$ cat src/rtl/cube.sv
`default_nettype none
// ============================================================================
// Module   : cube
// Purpose  : Sequential unsigned integer cube, result = x_i^3. A shift-add
//            multiplier runs two passes: SQ forms x*x over WIDTH cycles, and
//            CB forms (x*x)*x over another WIDTH cycles. The start/busy
//            handshake matches the integer cube-root block, so the two can be
//            chained directly.
// Ports    : clk    - rising-edge clock
//            rst    - asynchronous, active-low reset
//            x_i    - unsigned operand, latched on the accepting edge only
//            start  - request, honoured only when idle
//            result - registered cube, holds until the next completion
//            busy   - high while a computation is in progress
//            ovf    - registered, result exceeds the 16-bit cube-root range
// Revision : 1.0 - initial release
// ============================================================================
module cube #(
  parameter int WIDTH = 8
) (
  input  logic               clk,
  input  logic               rst,
  input  logic [WIDTH-1:0]   x_i,
  input  logic               start,
  output logic [3*WIDTH-1:0] result,
  output logic               busy,
  output logic               ovf
);

  localparam int c_cw = $clog2(WIDTH);

  localparam logic [1:0] c_st_idle = 2'd0;
  localparam logic [1:0] c_st_sq   = 2'd1;
  localparam logic [1:0] c_st_cb   = 2'd2;

  localparam logic [c_cw-1:0] c_cnt_last = c_cw'(WIDTH - 1);

  logic [1:0]           r_state;
  logic [1:0]           w_state_next;
  logic [WIDTH-1:0]     r_x;
  logic [2*WIDTH-1:0]   r_acc;
  logic [2*WIDTH-1:0]   r_sq;
  logic [3*WIDTH-1:0]   r_acc2;
  logic [c_cw-1:0]      r_cnt;
  logic [3*WIDTH-1:0]   r_result;
  logic                 r_ovf;

  logic                 w_last;
  logic                 w_bit;
  logic [2*WIDTH-1:0]   w_sq_step;
  logic [2*WIDTH-1:0]   w_acc_next;
  logic [3*WIDTH-1:0]   w_cb_step;
  logic [3*WIDTH-1:0]   w_acc2_next;
  logic                 w_ovf_next;

  // Both passes walk the bits of the latched operand with the same counter;
  // each pass adds its multiplicand, shifted by the bit position, when the
  // current operand bit is set.
  assign w_last      = (r_cnt == c_cnt_last);
  assign w_bit       = r_x[r_cnt];
  assign w_sq_step   = w_bit ? ({{WIDTH{1'b0}}, r_x} << r_cnt) : '0;
  assign w_acc_next  = r_acc + w_sq_step;
  assign w_cb_step   = w_bit ? ({{WIDTH{1'b0}}, r_sq} << r_cnt) : '0;
  assign w_acc2_next = r_acc2 + w_cb_step;

  // Overflow only exists when the result is wider than the 16-bit range.
  generate
    if (3 * WIDTH > 16) begin : g_ovf
      assign w_ovf_next = |w_acc2_next[3*WIDTH-1:16];
    end else begin : g_no_ovf
      assign w_ovf_next = 1'b0;
    end
  endgenerate

  // State register
  always_ff @(posedge clk or negedge rst) begin
    if (!rst) begin
      r_state <= c_st_idle;
    end else begin
      r_state <= w_state_next;
    end
  end

  // Next-state logic
  always_comb begin
    w_state_next = r_state;
    case (r_state)
      c_st_idle: if (start)  w_state_next = c_st_sq;
      c_st_sq:   if (w_last) w_state_next = c_st_cb;
      c_st_cb:   if (w_last) w_state_next = c_st_idle;
      default:               w_state_next = c_st_idle;
    endcase
  end

  // Output decode
  always_comb begin
    busy = (r_state != c_st_idle);
  end

  // Datapath. result/ovf are written only on the final CB edge, so the
  // previous answer stays readable for the whole busy window.
  always_ff @(posedge clk or negedge rst) begin
    if (!rst) begin
      r_x      <= '0;
      r_acc    <= '0;
      r_sq     <= '0;
      r_acc2   <= '0;
      r_cnt    <= '0;
      r_result <= '0;
      r_ovf    <= 1'b0;
    end else begin
      case (r_state)
        c_st_idle: begin
          if (start) begin
            r_x   <= x_i;
            r_acc <= '0;
            r_cnt <= '0;
          end
        end
        c_st_sq: begin
          r_acc <= w_acc_next;
          if (w_last) begin
            r_sq   <= w_acc_next;
            r_acc2 <= '0;
            r_cnt  <= '0;
          end else begin
            r_cnt  <= r_cnt + 1'b1;
          end
        end
        c_st_cb: begin
          r_acc2 <= w_acc2_next;
          if (w_last) begin
            r_result <= w_acc2_next;
            r_ovf    <= w_ovf_next;
            r_cnt    <= '0;
          end else begin
            r_cnt    <= r_cnt + 1'b1;
          end
        end
        default: begin
          r_cnt <= '0;
        end
      endcase
    end
  end

  assign result = r_result;
  assign ovf    = r_ovf;

endmodule
`default_nettype wire

$ cat config.mk
export PLATFORM = sky130hd
export DESIGN_NAME = cube
export DESIGN_NICKNAME = d
export VERILOG_FILES = /design/src/rtl/cube.sv
export SDC_FILE = /design/constraint.sdc
export NUM_CORES = 1
export LEC_CHECK = 0
export BUFFER_PORTS_ARGS = -buffer_cell sky130_fd_sc_hd__buf_2
export CAP_MARGIN = 20
export CORE_MARGIN = 3
export CORE_UTILIZATION = 50
export DETAILED_ROUTE_END_ITERATION = 10
export PLACE_DENSITY_LB_ADDON = 0.25
export SLEW_MARGIN = 20
export SYNTH_ARGS = -nofsm -noshare
export SYNTH_HDL_FRONTEND = slang
export SYNTH_SLANG_ARGS = --single-unit
$ cat constraint.sdc
create_clock -name clk -period 5.37 [get_ports clk]
set_clock_uncertainty 0.05 [all_clocks]
set_input_delay 1.074 -clock clk [delete_from_list [all_inputs] [get_ports clk]]
set_output_delay 1.074 -clock clk [all_outputs]
set_load 0.05 [all_outputs]
**Word-level counts from Yosys, hierarchy flattened**

Index checks and enable logic that the tools add are counted.

- Mux-type cells: 15
- Shift-type cells: 2
- Add/subtract/negate cells: 3
- Reduce and logical (&&, ||, !) cells: 12
- Equal/unequal tests: 6
- Order comparisons: 1

Operators with widths:

| kind | number |
|---|---|
| 2-to-1 mux 24 bit | 2 |
| case mux 24 bit (2 select lines) | 1 |
| 2-to-1 mux 16 bit | 2 |
| case mux 16 bit (2 select lines) | 1 |
| adder 24 bit | 1 |
| left shift 16 x 3 -> 24 bit | 1 |
| adder 16 bit | 1 |
| left shift 8 x 3 -> 16 bit | 1 |
| AND reduction 2 bit | 5 |
| OR reduction 8 bit | 1 |
| 2-to-1 mux 2 bit | 3 |
| 2-to-1 mux 3 bit | 2 |
| != test 2 bit (second input constant) | 3 |
| case mux 2 bit (3 select lines) | 1 |
| case mux 3 bit (2 select lines) | 1 |
| nonzero test 2 bit | 3 |
| < comparator 3 x 4 -> 1 bit (second input constant) | 1 |
| adder 3 x 1 -> 3 bit (second input constant) | 1 |
| binary-select mux 1 bit (select 3 bit) | 1 |
| == test 3 bit (second input constant) | 1 |
| AND reduction 3 bit | 1 |
| == test 2 x 1 -> 1 bit (second input constant) | 1 |
| == test 2 bit (second input constant) | 1 |
| logical NOT 2 bit | 1 |
| 2 further kinds | 2 |

- Bits of input ports: 11
- Flip-flop bits (word level): 94
- Word-level logic and storage cells: 47
- Output and inout port bits: 26

**Longest topological paths before layout**

Gate-level depths: netlist of the first run.

- Depth in word-level cells: 5
- Mapped depth: 19
- Gate-level depth less buffers: 15

**Worst setup path before layout of the first run**

Ideal clock, no wire load.

- Path kind: reg2reg
- From: register r_cnt[0]
- To: register r_ovf, in the netlist ovf
- Path buffers: 4
- Arrival time: 3.961 ns
- Stages on the path, launching flop included: 17
- Data required time: 5.196 ns
- Setup time: 0.124 ns
- Path slack: 1.236 ns
- Clock period less this slack: 4.134 ns
- Path through: dfrtp_1 > clkbuf_1 > buf_1 > buf_2 > clkbuf_1 > a21oi_1 > nor4_1 > ha_1 > a211oi_2 > o211ai_2 > nand3_2 > a31oi_2 > nor2_4 > nor3_2 > or3_1 > a2111o_1 > o31a_1

- Longest elaborated chain between the ends: 5
- Elaborated cells between the ends (all ways): 8
- Those cells by class: 1 x add/sub; 1 x eq/ne; 1 x shift; 3 x mux; 2 x reduce/logical

RTL lines:

| what | RTL line | text |
|---|---|---|
| from (decl) | 44 | `logic [c_cw-1:0] r_cnt;` |
| from (signal assigned) | 127 | `r_cnt <= r_cnt + 1'b1;` |
| from (signal assigned) | 137 | `r_cnt <= r_cnt + 1'b1;` |
| binary-select mux 1 bit (select 3 bit) | 60 | `assign w_bit = r_x[r_cnt];` |
| 2-to-1 mux 1 bit (implied by the code) | 60 |  |
| 2-to-1 mux 24 bit | 63 | `assign w_cb_step = w_bit ? ({{WIDTH{1'b0}}, r_sq} << r_cnt) : '0;` |
| adder 24 bit | 64 | `assign w_acc2_next = r_acc2 + w_cb_step;` |
| OR reduction 8 bit | 69 | `assign w_ovf_next = \|w_acc2_next[3*WIDTH-1:16];` |
| to (signal assigned) | 134 | `r_ovf <= w_ovf_next;` |
| to (decl) | 46 | `logic r_ovf;` |

Parallel ways exist; a longest one is shown, timed or not. The select of a mux whose other input is x is not followed.
A chain may end at the register's enable or synchronous reset.

**Worst setup path in the final report of the first run**

- From: register r_cnt[1]
- To: register r_ovf, in the netlist ovf

The elaborated chain is that of the path after synthesis.

==> impl_metrics.tcl, run 1 <==
set metrics [dict create \
    clock_insertion_delay_worst_skew_ps 360 \
    hold_violations 0 \
    setup.worst_path.class "flop to flop" \
    achievable-frequency_mhz 231 \
    power.density_cell_area_nw_per_um2 450 \
    port_buffers 36 \
    critPathMaxFanout 26 \
    final-max-slew-violation-count 0 \
    cp_num_buf_inv 1 \
    yosysSeqAreaShare 0.366 \
    switching_share 0.417 \
    critical_path.most_common_cell "mux2_2" \
    worst_setup_path_start_kind "flop" \
    worstPathArrival_ps 4530 \
    post-layout-total-power_uw 3190 \
    maximum_number_of_pins_on_one_net_before_global_route_repair 50 \
    global_route.usage.total 0.214 \
    num_io_pins 37 \
    ys_async_sr_fraction 1.00 \
    seqPwrFrac 0.298 \
    synth_largest_area_cell "dfrtp_1" \
    numCtsBuffers 9 \
    internal-power_uw 1860 \
    die_w_um 119 \
    status "complete, no violations" \
    first_pass_grt_wire_length_um 24800 \
    drc 0 \
    critPathRequiredTime_ps 5560 \
    synth_top_cells_by_area "dfrtp_1 (37%), ha_1 (8.4%), mux2_2 (8.2%)" \
    drtIter0Drc 386 \
    worst_pin_slew_ps 987 \
    ir_worst_vdd_uv 361 \
    initial_core_util 0.522 \
    clk_transition_reported_paths_ps 70 \
    count_of_state_elements_after_synthesis 94 \
    antennaDiodeCount 0 \
    gr-total-overflow 0 \
    netlist_area_um2 6430 \
    critical-path-max-stage-delay_ps 650 \
    synth_area_per_cell_um2 9.60 \
    antenna_found_initial 0 \
    period_share 0.808 \
    areaGrowthSynthToFinish_pct 10.3 \
    cts.path.max_buffers 2 \
    dominantRegCellSynth "dfrtp_1" \
    cts.sink_count 94 \
    routed_via_density 5.91 \
    min-delay-path-class "flop to flop" \
    synth_cell_types 65 \
    final.setup.tns_ps 0 \
    detail_route.first_pass.iterations 4 \
    cap_viol_max_count 0 \
    place.detailed.hpwl_um 10900 \
    gate_count_after_technology_mapping 670 \
    cts_htree_levels 3 \
    layout-drive-gt1-share 0.189 \
    final-setup-viol-count 0 \
    final_period_minus_worst_setup_slack_ps 4340 \
    via_count_of_the_first_global_routing_pass 4975 \
    wire_per_inst_um 16.8 \
    cts_resized 0 \
    synth.top_cell.area_share 0.366 \
    cts_setup_buffers 0 \
    combined_area_of_the_multi_input_logic_cells_um2 3900 \
    worstSetupEndpointType "flop" \
    combinational_group_share_of_total_power 0.487 \
    tritoncts "done" \
    total_switching_power_uw 1330 \
    regArea_um2 2350 \
    core.rowCount 40 \
    synth_edf_count 0 \
    routed_wl_um 14600 \
    weighted_congestion_at_the_end_of_routability_driven_global_placement 0.891 \
    worstPathCellList "buf_4, mux2_2, o21ai_0, mux2_2, nor2_1, ha_1, nand3_1, o221ai_1, a21oi_2, a22o_4, o21ai_2, a41oi_2, mux2i_1, a2111o_1, o31a_1" \
    final_net_count 752 \
    n_fill_cell 1086 \
    slew-limit-headroom 0.338 \
    cp_top_family "compound AO/OA/AOI/OAI gates" \
    number_of_vias_after_detailed_routing 5124 \
    die_area_um2 14300 \
    static-leakage-power_uw 0.00341 \
    crit_path_top_delay_cell "dfrtp_1" \
    detail-route-antenna-nets 0 \
    unrepaired_setup_endpoints_after_global_routing "false" \
    clock_power_share 0.214 \
    ctsHoldBuffers 0 \
    synth_fp_nets 726 \
    buffer_cell_driving_the_clock_tree_root "clkbuf_16" \
    die_h_um 119 \
    fp.coreArea_um2 12300 \
    yosys_synthesis_warning_count 0 \
]
[layer usage]
layer / vias up / global-route usage / part of all wire
li1: 2499 / - / -
met1: 2498 / 0.299 / 0.48
met2: 109 / 0.338 / 0.47
met3: 18 / 0.0323 / 0.041
met4: 0 / 0.0752 / 0.013
met5: - / 0 / 0
[placed cells by master, fill, tap and decap left out, types with 15 or more instances in the layout]
cell type   n
a21oi_1    51
a22o_1     30
buf_2      35
dfrtp_1    94
ha_1       43
inv_1      15
mux2_2     47
mux2i_1    26
nand2_1    54
nand3_1    15
nor2_1     59
o21ai_0    38
xnor2_1    23
[power groups by stage]
stage	logic [µW]	clock network, µW	registers, µW
after floorplan	1220	0	899
after global placement	1500	0	952
after detailed placement	1530	0	958
after CTS	1550	698	946
after global routing	1740	721	967
final	1550	684	951
[state kept, by name (all words and copies together), names as in the netlist]
| name | cells |
|---|---|
| r_sq | 16 |
| r_acc | 16 |
| r_acc2 | 24 |
| result | 24 |
| r_cnt | 3 |
| r_state | 2 |
| ovf | 1 |
| r_x | 8 |
[logic make-up after synthesis]
kind of cell / Yosys count / share of synthesized area
flops: 94 / 0.366
buf+inv: 47 / 0.0280
simple gates: 186 / 0.136
compound gates: 192 / 0.203
mux: 77 / 0.137
xor+xnor: 29 / 0.0395
fa+ha+maj: 45 / 0.0899
[cell usage after synthesis (all sizes together) (2+ instances only)]
cell,n
o311a,2
nand4,5
nor2,61
nor2b,9
nand2,54
a21o,11
clkbuf,23
xor2,6
nor3b,3
mux2i,26
a211oi,10
and3,4
inv,15
or2,5
mux4,4
xnor2,23
o41ai,2
clkinv,2
and2,7
o21bai,5
ha,43
o31ai,3
or4,3
o211ai,3
a21boi,6
or3,3
a22oi,3
fa,2
a22o,31
a21oi,53
dfrtp,94
o31a,2
nor3,6
a31oi,6
mux2,47
buf,7
nand3,16
o21ai,42
nand2b,6
nor4,2
o21a,5
[tightest hold or removal path, delay by kind of cell (launching register included)]
family / cells / cell delay, ps
flops: 1 / 340
simple gates: 1 / 40
compound gates: 1 / 60
[stage by stage]
step                       util  area, µm²  setup slack (ps)  hold slack, ps  cells
after global routing      0.576       7090               780             457    867
after global placement    0.550       6780              1160             407    853
after detailed placement  0.550       6780              1070             416    853
after CTS                 0.576       7090              1040             430    867
after floorplan               -       6430              1240             400    670
final                     0.576       7090              1030             420    867
[layout make-up]
class / instances / share of cell area
Multi-Input combinational cell: 529 / 0.550
Tap cell: 168 / 0.0296
Clock buffer: 10 / 0.0337
Sequential cell: 94 / 0.332
Timing Repair Buffer: 45 / 0.0353
Clock inverter: 4 / 0.0102
Inverter: 17 / 0.00900
[worst paths after layout]
check	startpoint	end	slack, ps	cells past startpoint
setup / recovery	r_cnt[1]	ovf	1030	15
min in group asynchronous	rst	result[8]	680	1
hold / removal	result[13]	result[13]	420	2
setup reg to reg	r_cnt[1]	ovf	1030	15
max in group asynchronous	rst	r_x[7]	3570	2
hold reg to reg	result[13]	result[13]	420	2
Note: power is estimated with default switching activity, not from simulation.
==> inputs of run 2 (changes only) <==
==> constraint.sdc (replaced) <==
create_clock -name clk -period 3.85 [get_ports clk]
set_clock_uncertainty 0.05 [all_clocks]
set_input_delay 0.77 -clock clk [delete_from_list [all_inputs] [get_ports clk]]
set_output_delay 0.77 -clock clk [all_outputs]
set_load 0.05 [all_outputs]
==> run 2 against run 1 <==
  * Wire length up 9.5%
  * Maximum frequency rose by 17%
  * Final area grew 8.8%
  * Sequential cell count did not move
  * Final cell count grew 7.2%
  * Critical endpoint is now r_sq[15]
  * Largest cell class unchanged
==> impl_metrics.tcl, run 2 (synthesis gave the netlist of run 1 again) <==
set metrics [dict create \
    status "complete, no violations" \
    critPathMaxFanout 9 \
    r2r-end "r_sq[15]" \
    buffer_cell_driving_the_clock_tree_root "clkbuf_16" \
    final-setup-viol-count 0 \
    slew-limit-headroom 0.362 \
    core.rowCount 40 \
    port_buffers 36 \
    detail_route.first_pass.iterations 5 \
    worst_setup_path_start_kind "flop" \
    initial_core_util 0.522 \
    final_period_minus_worst_setup_slack_ps 3720 \
    rr_startpoint "r_cnt[1]" \
    cap_viol_max_count 0 \
    static-leakage-power_uw 0.00375 \
    final-max-slew-violation-count 0 \
    clock_insertion_delay_worst_skew_ps 350 \
    ctsHoldBuffers 0 \
    worstSetupEndpointType "flop" \
    ir_worst_vdd_uv 548 \
    critPathRequiredTime_ps 4020 \
    cts.sink_count 94 \
    cts_htree_levels 3 \
    antenna_found_initial 0 \
    period_share 0.966 \
    wire_per_inst_um 17.2 \
    number_of_vias_after_detailed_routing 5390 \
    detail-route-antenna-nets 0 \
    layout-drive-gt1-share 0.281 \
    numCtsBuffers 9 \
    die_w_um 119 \
    areaGrowthSynthToFinish_pct 20.0 \
    cts.path.max_buffers 2 \
    r2r_setup_slack_ps 130 \
    setup.worst_path.end "r_sq[15]" \
    routed_wl_um 16000 \
    via_count_of_the_first_global_routing_pass 5347 \
    tritoncts "done" \
    drtIter0Drc 496 \
    weighted_congestion_at_the_end_of_routability_driven_global_placement 0.932 \
    hold_violations 0 \
    routed_via_density 5.80 \
    power.density_cell_area_nw_per_um2 626 \
    die_area_um2 14300 \
    startpoint "r_cnt[1]" \
    num_io_pins 37 \
    maximum_number_of_pins_on_one_net_before_global_route_repair 95 \
    finish.utilization 0.626 \
    worstRegToRegCells 16 \
    global_route.usage.total 0.228 \
    clk_transition_reported_paths_ps 60 \
    final_common_cell "dfrtp_1" \
    fp.coreArea_um2 12300 \
    place.detailed.hpwl_um 11600 \
    final_net_count 812 \
    achievable-frequency_mhz 269 \
    setup.worst_path.class "flop to flop" \
    drc 0 \
    final.setup.tns_ps 0 \
    worst_pin_slew_ps 947 \
    first_pass_grt_wire_length_um 26500 \
    antennaDiodeCount 0 \
    gr-total-overflow 0 \
    worstPathArrival_ps 3890 \
    most-common-layout-cells "dfrtp_1 (92), buf_4 (65), nor2_1 (60)" \
    min-delay-path-class "primary input to async pin" \
    die_h_um 119 \
]
[run 2: layer usage]
metal,up-vias,global-route usage,routed length [µm]
met4,0,0.0551,197
met3,20,0.0437,574
li1,2636,-,-
met2,109,0.381,7870
met5,-,0,0
met1,2625,0.305,7350
[run 2: worst min path at each step]
stage | startpoint | to | slack, ps | cells after the start
6_report | rst | result[2] | 410 | 2
5_1_grt | rst | r_acc2[8] | 440 | 2
4_1_cts | result[18] | result[18] | 430 | 2
3_5_place_dp | result[18] | result[18] | 420 | 2
3_3_place_gp | result[13] | result[13] | 410 | 2
2_1_floorplan | r_acc[10] | r_acc[10] | 400 | 2
[run 2: timing repair]
action,CTS,global route
setup buffers,0,14
pin swaps,0,21
setup endpoints to repair,1,14
resized for setup,1,35
[run 2: layout make-up]
class                      instances  area [µm²]
tap                              168         210
clock inverter                     3        40.0
fill                            1051        4600
multi-input combinational        529        4030
sequential                        94        2350
clock buffer                      13         280
inverter                          17        63.8
timing repair buffer             105         732
[run 2: per-stage QoR]
| step | hold WS, ps | total power [µW] | instances | setup slack (ps) | instance area (µm²) |
|---|---|---|---|---|---|
| floorplan | 400 | 2970 | 670 | 29.1 | 6440 |
| global placement | 408 | 3640 | 899 | 80.6 | 7140 |
| detailed placement | 421 | 3710 | 899 | 13.0 | 7140 |
| CTS | 435 | 4690 | 915 | 17.1 | 7460 |
| global route | 443 | 5170 | 929 | -45.1 | 7710 |
| finish | 408 | 4830 | 929 | 131 | 7710 |
[run 2: report_power, final]
part | total, µW | internal [µW] | switching (µW)
logic | 2590 | 1160 | 1430
clock network | 946 | 572 | 374
registers | 1290 | 1140 | 149
[run 2: critical path, cell delays in order, from the launching register on]
cell and delay, ps:
dfrtp_2 470, buf_4 160, buf_4 150, nor2b_1 110, a211oi_1 60, a21oi_1 190, nor2_1 80, a211oi_1 340
ha_1 340, and2_1 190, and3_1 180, a21oi_1 330, a211oi_1 170, nor3_1 260, nor2_1 110, xnor2_1 260
o21ai_0 130
